### src/rtl/pipe_skid_reg_pkg.sv
// pipe_skid_reg_pkg: state encoding shared by elastic stage registers
package pipe_skid_reg_pkg;
   typedef enum logic [1:0] {
      ST_EMPTY = 2'b00,
      ST_BUSY  = 2'b01,
      ST_FULL  = 2'b11
   } state_t;
endpackage

### src/rtl/dff_en_l.sv
// dff_en_l: enable flip-flop with asynchronous active-low clear
module dff_en_l #(
   parameter int W = 1
) (
   input  logic         clk_i,
   input  logic         rst_n_i,
   input  logic         en_i,
   input  logic [W-1:0] d_i,
   output logic [W-1:0] q_o
);
   always_ff @(posedge clk_i or negedge rst_n_i)
      if (!rst_n_i) q_o <= '0;
      else if (en_i) q_o <= d_i;
endmodule

### src/rtl/pipe_skid_reg.sv
// pipe_skid_reg: elastic stage register with two-entry skid buffer and flush
// Optional stall counter port enabled by defining PIPE_SKID_PERF_EN.
module pipe_skid_reg
   import pipe_skid_reg_pkg::*;
#(
   parameter int DW = 32
`ifdef PIPE_SKID_PERF_EN
  ,parameter int CNT_W = 16
`endif
) (
   input  logic          clk_i,
   input  logic          rst_n_i,
   input  logic          flush_i,
   input  logic          in_valid_i,
   output logic          in_ready_o,
   input  logic [DW-1:0] in_data_i,
   output logic          out_valid_o,
   input  logic          out_ready_i,
   output logic [DW-1:0] out_data_o
`ifdef PIPE_SKID_PERF_EN
  ,output logic [CNT_W-1:0] stall_cnt_o
`endif
);
   state_t        r_state;
   logic [DW-1:0] w_skid;
   logic          w_in_fire, w_out_fire, w_main_en, w_skid_en;
   // Handshake outputs are raw state bits, so no input reaches an output combinationally
   assign in_ready_o  = ~r_state[1];
   assign out_valid_o = r_state[0];
   assign w_in_fire   = in_valid_i & in_ready_o;
   assign w_out_fire  = out_valid_o & out_ready_i;
   assign w_main_en   = ~flush_i & ((r_state == ST_FULL) ? w_out_fire
                                    : w_in_fire & (~out_valid_o | w_out_fire));
   assign w_skid_en   = ~flush_i & (r_state == ST_BUSY) & w_in_fire & ~w_out_fire;

   dff_en_l #(.W(DW)) u_main (
      .clk_i   (clk_i),
      .rst_n_i (rst_n_i),
      .en_i    (w_main_en),
      .d_i     ((r_state == ST_FULL) ? w_skid : in_data_i),
      .q_o     (out_data_o)
   );

   dff_en_l #(.W(DW)) u_skid (
      .clk_i   (clk_i),
      .rst_n_i (rst_n_i),
      .en_i    (w_skid_en),
      .d_i     (in_data_i),
      .q_o     (w_skid)
   );

   always_ff @(posedge clk_i or negedge rst_n_i)
      if (!rst_n_i) r_state <= ST_EMPTY;
      else if (flush_i) r_state <= ST_EMPTY;
      else
         case (r_state)
            ST_EMPTY: if (w_in_fire) r_state <= ST_BUSY;
            ST_BUSY:
               if (w_in_fire & ~w_out_fire) r_state <= ST_FULL;
               else if (~w_in_fire & w_out_fire) r_state <= ST_EMPTY;
            ST_FULL:  if (w_out_fire) r_state <= ST_BUSY;
            default:  r_state <= ST_EMPTY;
         endcase

`ifdef PIPE_SKID_PERF_EN
   logic [CNT_W-1:0] r_stall_cnt;
   always_ff @(posedge clk_i or negedge rst_n_i)
      if (!rst_n_i) r_stall_cnt <= '0;
      else if (out_valid_o & ~out_ready_i & ~&r_stall_cnt) r_stall_cnt <= r_stall_cnt + 1'b1;
   assign stall_cnt_o = r_stall_cnt;
`endif
endmodule

### config.mk
export PLATFORM = sky130hd
export DESIGN_NAME = pipe_skid_reg
export DESIGN_NICKNAME = d
export VERILOG_FILES = /design/src/rtl/pipe_skid_reg_pkg.sv /design/src/rtl/dff_en_l.sv /design/src/rtl/pipe_skid_reg.sv
export SDC_FILE = /design/constraint.sdc
export NUM_CORES = 1
export LEC_CHECK = 0
export BUFFER_PORTS_ARGS = -buffer_cell sky130_fd_sc_hd__buf_2
export CORE_MARGIN = 1.5
export CORE_UTILIZATION = 57
export DETAILED_ROUTE_END_ITERATION = 7
export PLACE_DENSITY = 0.87
export SETUP_SLACK_MARGIN = 0.2
export SLEW_MARGIN = 20
export SYNTH_ARGS = -nofsm -noshare
export SYNTH_HDL_FRONTEND = slang
export SYNTH_SLANG_ARGS = --single-unit
### constraint.sdc
create_clock -name clk_i -period 5.1 [get_ports clk_i]
set_input_delay 1.02 -clock clk_i [delete_from_list [all_inputs] [get_ports clk_i]]
set_output_delay 1.02 -clock clk_i [all_outputs]
set_load 0.02 [all_outputs]
### Word-level counts from Yosys, hierarchy flattened

Index checks and enable logic that the tools add are counted.

* word-level logic and storage cells: 33
* input bits: 37
* flip-flop bits (word level): 66
* output and inout bits: 34

* reductions and logical operators: 2
* muxes and demuxes: 8
* equal/unequal tests: 5
* bitwise operators: 15

Operators with widths (number)
* $mux W32: 1
* $mux W2: 5
* $and A1 B1 Y1: 9
* $ne A3 B3 Y1 const B: 2
* $pmux W2 S3: 1
* $not A1 Y1: 5
* $ne A4 B2 Y1 const B: 1
* $reduce_and A3 Y1: 1
* $eq A2 B1 Y1 const B: 1
* $eq A2 B2 Y1 const B: 1
* $logic_not A2 Y1: 1
* $mux W1: 1
* $or A1 B1 Y1: 1

### Longest topological paths before layout

* depth after elaboration: 8
* mapped depth: 6
* mapped depth without buffers: 6

### By module

From an unflattened synthesis, not the netlist that was laid out.

* cell total of the unflattened synthesis: 196
* area, all modules: 3308.2 um2

By module, submodules not included
* dff_en_l: cells each 68, instances 2, sequential area each 800.8 um2, area each 1345.0 um2
* pipe_skid_reg: cells each 60, instances 1, sequential area each 50.0 um2, area each 618.1 um2

### Worst setup path after synthesis

Ideal clock, no wire load.

* path type: input-to-reg
* from: in in_valid_i
* to: reg u_main.q_o[10]
* stages: 4
* setup slack: 2.711 ns
* library setup time: 0.125 ns
* buffers on the path: 1
* arrival: 2.265 ns
* data required time: 4.975 ns
* cells stage by stage: or3b_4 > a221oi_4 > buf_6 > mux2_2

* word-level cells in the longest chain between the ends: 4

Ends and longest elaborated chain
* start, declared: RTL line pipe_skid_reg.sv:14 `input logic in_valid_i,`
* $and A1 B1 Y1: RTL line pipe_skid_reg.sv:30 `assign w_in_fire = in_valid_i & in_ready_o;`
* $and A1 B1 Y1: RTL line pipe_skid_reg.sv:33 `: w_in_fire & (~out_valid_o | w_out_fire));`
* $mux W1: RTL line pipe_skid_reg.sv:32 `assign w_main_en = ~flush_i & ((r_state == ST_FULL) ? w_out_fire`
* $and A1 B1 Y1: RTL line pipe_skid_reg.sv:32
* end signal, assigned: RTL line dff_en_l.sv:13 `else if (en_i) q_o <= d_i;`
* end, declared: RTL line dff_en_l.sv:9 `output logic [W-1:0] q_o`

Every way passes these cells.
A chain may end at the register's enable or synchronous reset.

### Worst setup path in the final report

* from: reg r_state[0]
* to: reg u_main.q_o[27]

* word-level cells in the longest chain between the ends: 5
* elaborated cells between the ends (all ways): 8
* classes of those cells: 1 x eq/ne; 2 x mux; 5 x bitwise

Ends and longest elaborated chain
* start, declared: RTL line pipe_skid_reg.sv:24 `state_t r_state;`
* start signal, assigned: RTL line pipe_skid_reg.sv:53 `if (!rst_n_i) r_state <= ST_EMPTY;`
* start signal, assigned: RTL line pipe_skid_reg.sv:54 `else if (flush_i) r_state <= ST_EMPTY;`
* start signal, assigned: RTL line pipe_skid_reg.sv:57 `ST_EMPTY: if (w_in_fire) r_state <= ST_BUSY;`
* $and A1 B1 Y1 / $not A1 Y1 (equally long branches): RTL line pipe_skid_reg.sv:31, pipe_skid_reg.sv:33
* $or A1 B1 Y1: RTL line pipe_skid_reg.sv:33
* $and A1 B1 Y1: RTL line pipe_skid_reg.sv:33
* $mux W1: RTL line pipe_skid_reg.sv:32
* $and A1 B1 Y1: RTL line pipe_skid_reg.sv:32

Parallel ways exist; a longest one is shown, timed or not.

==> impl_metrics.ini <==
[run_status]
outcome = completed

[power]
pwr-share-seq_pct = 45.2
power_leakage_nw = 1.66
totalPowerFinal_mw = 1.96
p_clk_share_pct = 22.1
p_sw_share_pct = 31.7
power.internal_mw = 1.34
p_switching_mw = 0.623
peakVddDrop_uv = 359
pwr_density_cell_nw_per_um2 = 543
pwr-share-comb_pct = 32.7

[floorplanning]
die_height_microns = 75.9
rows = 26
start_util_pct = 59.2
ioPinCount = 71
design.core.area_sq_um = 5110
die_x_microns = 75.9
die-area_sq_um = 5750

[clock_network]
cts.sinks = 66
clock_latency_ps = 330
cts_htree_levels = 3
cts-resized-gates = 0
cts_tree = yes
post-cts-setup-buffers = 0
clk_path_buf_depth = 2
clk_pin_slew_worst_paths_ps = 70
root_buffer = clkbuf_8
cts_hold_buf = 0
cts_buffers = 9

[yosys]
yosysUniqueCellTypes = 22
synth_top_area_share_pct = 54.6
syn_inst = 198
synth_area_sq_um = 3030
syn-num-nets = 240
post-synth-top-area-cell = dfrtp_1
synth_warnings = 0
synth-seq-cells = 66
seq_area_frac_synth_pct = 54.6
synthTopCellsByArea = dfrtp_1 55%, mux2_2 35%, ha_1 2.1%, buf_6 1.5%, a221oi_4 0.87%
synth.avg_cell_area_sq_um = 15.3

[global_routing]
track_usage_pct = 20.7
antenna_found_initial = 0
met2_usage_pct = 32.9
grt_pass1_vias = 1853
grt_use_met1_pct = 25.8
top_usage_layer = met2
grt_max_degree = 67
grt_overflow = 0
grt_pass1_wl_microns = 8580
use_met3_pct = 5.42

[sta]
worst_slew_pin_slew_ps = 901
period_needed_ps = 3030
setup_viol = 0
slew_headroom_pct = 39.9
clock_skew_ps = 6.23
worst_slack_ps = 2070
fmax_mhz = 330
finalMaxSlewViolations = 0
rsz0062_at_grt = false
fin_crit_sh_pct = 59.4
hold_ws_ps = 500
setup_tns_ps = 0
finalHoldViolations = 0

[route]
dr.pass1.iters = 3
ant_nets = 0
vias = 1803
drtIter0Drc = 82
post_drt_wl_per_cell_microns = 15.5
totalWireLength_microns = 5380
route.detailed.drc = 0
viasPerCell = 5.18

[worst_setup_path]
endpoint_kind = register
crit_fanout = 34
startpoint_type = register
worst-endpoint-arrival_ps = 3250
worstPathRequired_ps = 5320
critPathKind = reg2reg
rr_startpoint = r_state[0]$_DFFE_PN0P_
startpoint = r_state[0]$_DFFE_PN0P_

[place]
hpwl_microns = 3530
dp_slack_ps = 1950
port_buffers = 70
gp_congestion = 0.822

[hold_path]
hp-class = reg2reg
hp-start = u_skid.q_o[18]$_DFFE_PN0P_

[flow_run]
maxCapViolCount = 0

[final_layout]
drive_gt1_share_pct = 66.2
fill_cells = 373
diodes = 0
syn_to_final_growth_pct = 19.6
nets = 315
final_core_util_pct = 70.9
Yosys cell counts:
master	n
mux2_2	95
dfrtp_1	66
ha_1	5
buf_6	4
inv_1	4
buf_2	3
clkbuf_1	3
nand2_1	3
nand2b_1	2
a211o_1	1
a21boi_0	1
a21o_1	1
a221oi_1	1
a221oi_4	1
a2bb2oi_1	1
mux2_1	1
mux2i_1	1
nand4b_1	1
nor2b_1	1
o21ai_0	1
or3b_4	1
or4bb_1	1
registers in the layout, indices dropped and copies added (netlist names):
| name | flops |
|---|---|
| u_skid.q_o | 32 |
| r_state | 2 |
| u_main.q_o | 32 |
kinds of logic after synthesis:
family | share of synthesized area [%]
AOI/OAI and AO/OA | 2.40
adders and majority gates | 2.07
buffers and inverters | 2.85
DFF | 54.6
muxes | 36.1
and+or+nand+nor | 2.03
power groups by stage:
stage	sequential (mW)	clock (mW)	combinational, mW
after CTS	0.888	0.448	0.653
after floorplan	1.01	0	0.327
after detailed placement	0.895	0	0.649
final	0.887	0.435	0.643
after global routing	0.919	0.468	0.698
after global placement	0.884	0	0.627
routing by layer:
layer  vias to the layer above  routed length [microns]  share of wire [%]
met2                        43                     2600                 48
met3                        10                      238                4.4
li1                        862                        -                  -
met4                         0                      112                2.1
met1                       888                     2430                 45
met5                         -                        0                  0
cell type report:
type / instances / area [sq um] / share of cell area (%)
clock inverter: 2 / 35.0 / 0.968
tap: 70 / 87.6 / 2.42
timing repair buffer: 74 / 380 / 10.5
clock buffer: 14 / 163 / 4.49
multi-input combinational: 118 / 1290 / 35.6
inverter: 4 / 15.0 / 0.415
sequential: 66 / 1650 / 45.6
worst paths after layout:
| check | to | slack (ps) | cells after the start |
|---|---|---|---|
| worst max-delay path | u_main.q_o[27]$_DFFE_PN0P_ | 2070 | 6 |
| worst min-delay path | u_skid.q_o[18]$_DFFE_PN0P_ | 500 | 1 |
| worst max register to register | u_main.q_o[27]$_DFFE_PN0P_ | 2070 | 6 |
| worst min register to register | u_skid.q_o[18]$_DFFE_PN0P_ | 500 | 1 |
| max in group asynchronous | u_skid.q_o[9]$_DFFE_PN0P_ | 3700 | 2 |
| min in group asynchronous | u_skid.q_o[28]$_DFFE_PN0P_ | 870 | 2 |
stage by stage:
| stage | area [sq um] | instances |
|---|---|---|
| final | 3620 | 348 |
| after global routing | 3620 | 348 |
| after CTS | 3620 | 348 |
| after detailed placement | 3420 | 332 |
| after global placement | 3420 | 332 |
| after floorplan | 3030 | 198 |
worst max-delay path, cell delays in order, from the launching register on:
cell	delay, ps
dfrtp_1	540
ha_1	230
buf_4	410
nand2_1	170
a221oi_4	790
buf_4	390
mux2_2	370
layout by cell type (no fill, tap or decap), drive strengths merged:
master	count
a221oi	2
a2bb2oi	1
or4bb	1
nor2b	1
nand2b	2
a211o	1
clkinv	1
dfrtp	66
clkbuf	14
bufinv	1
nand4b	1
a21o	1
or3b	1
inv	4
mux2	96
ha	5
nand2	3
o21ai	1
mux2i	1
a21boi	1
buf	74
(Power assumes the default switching activity.)
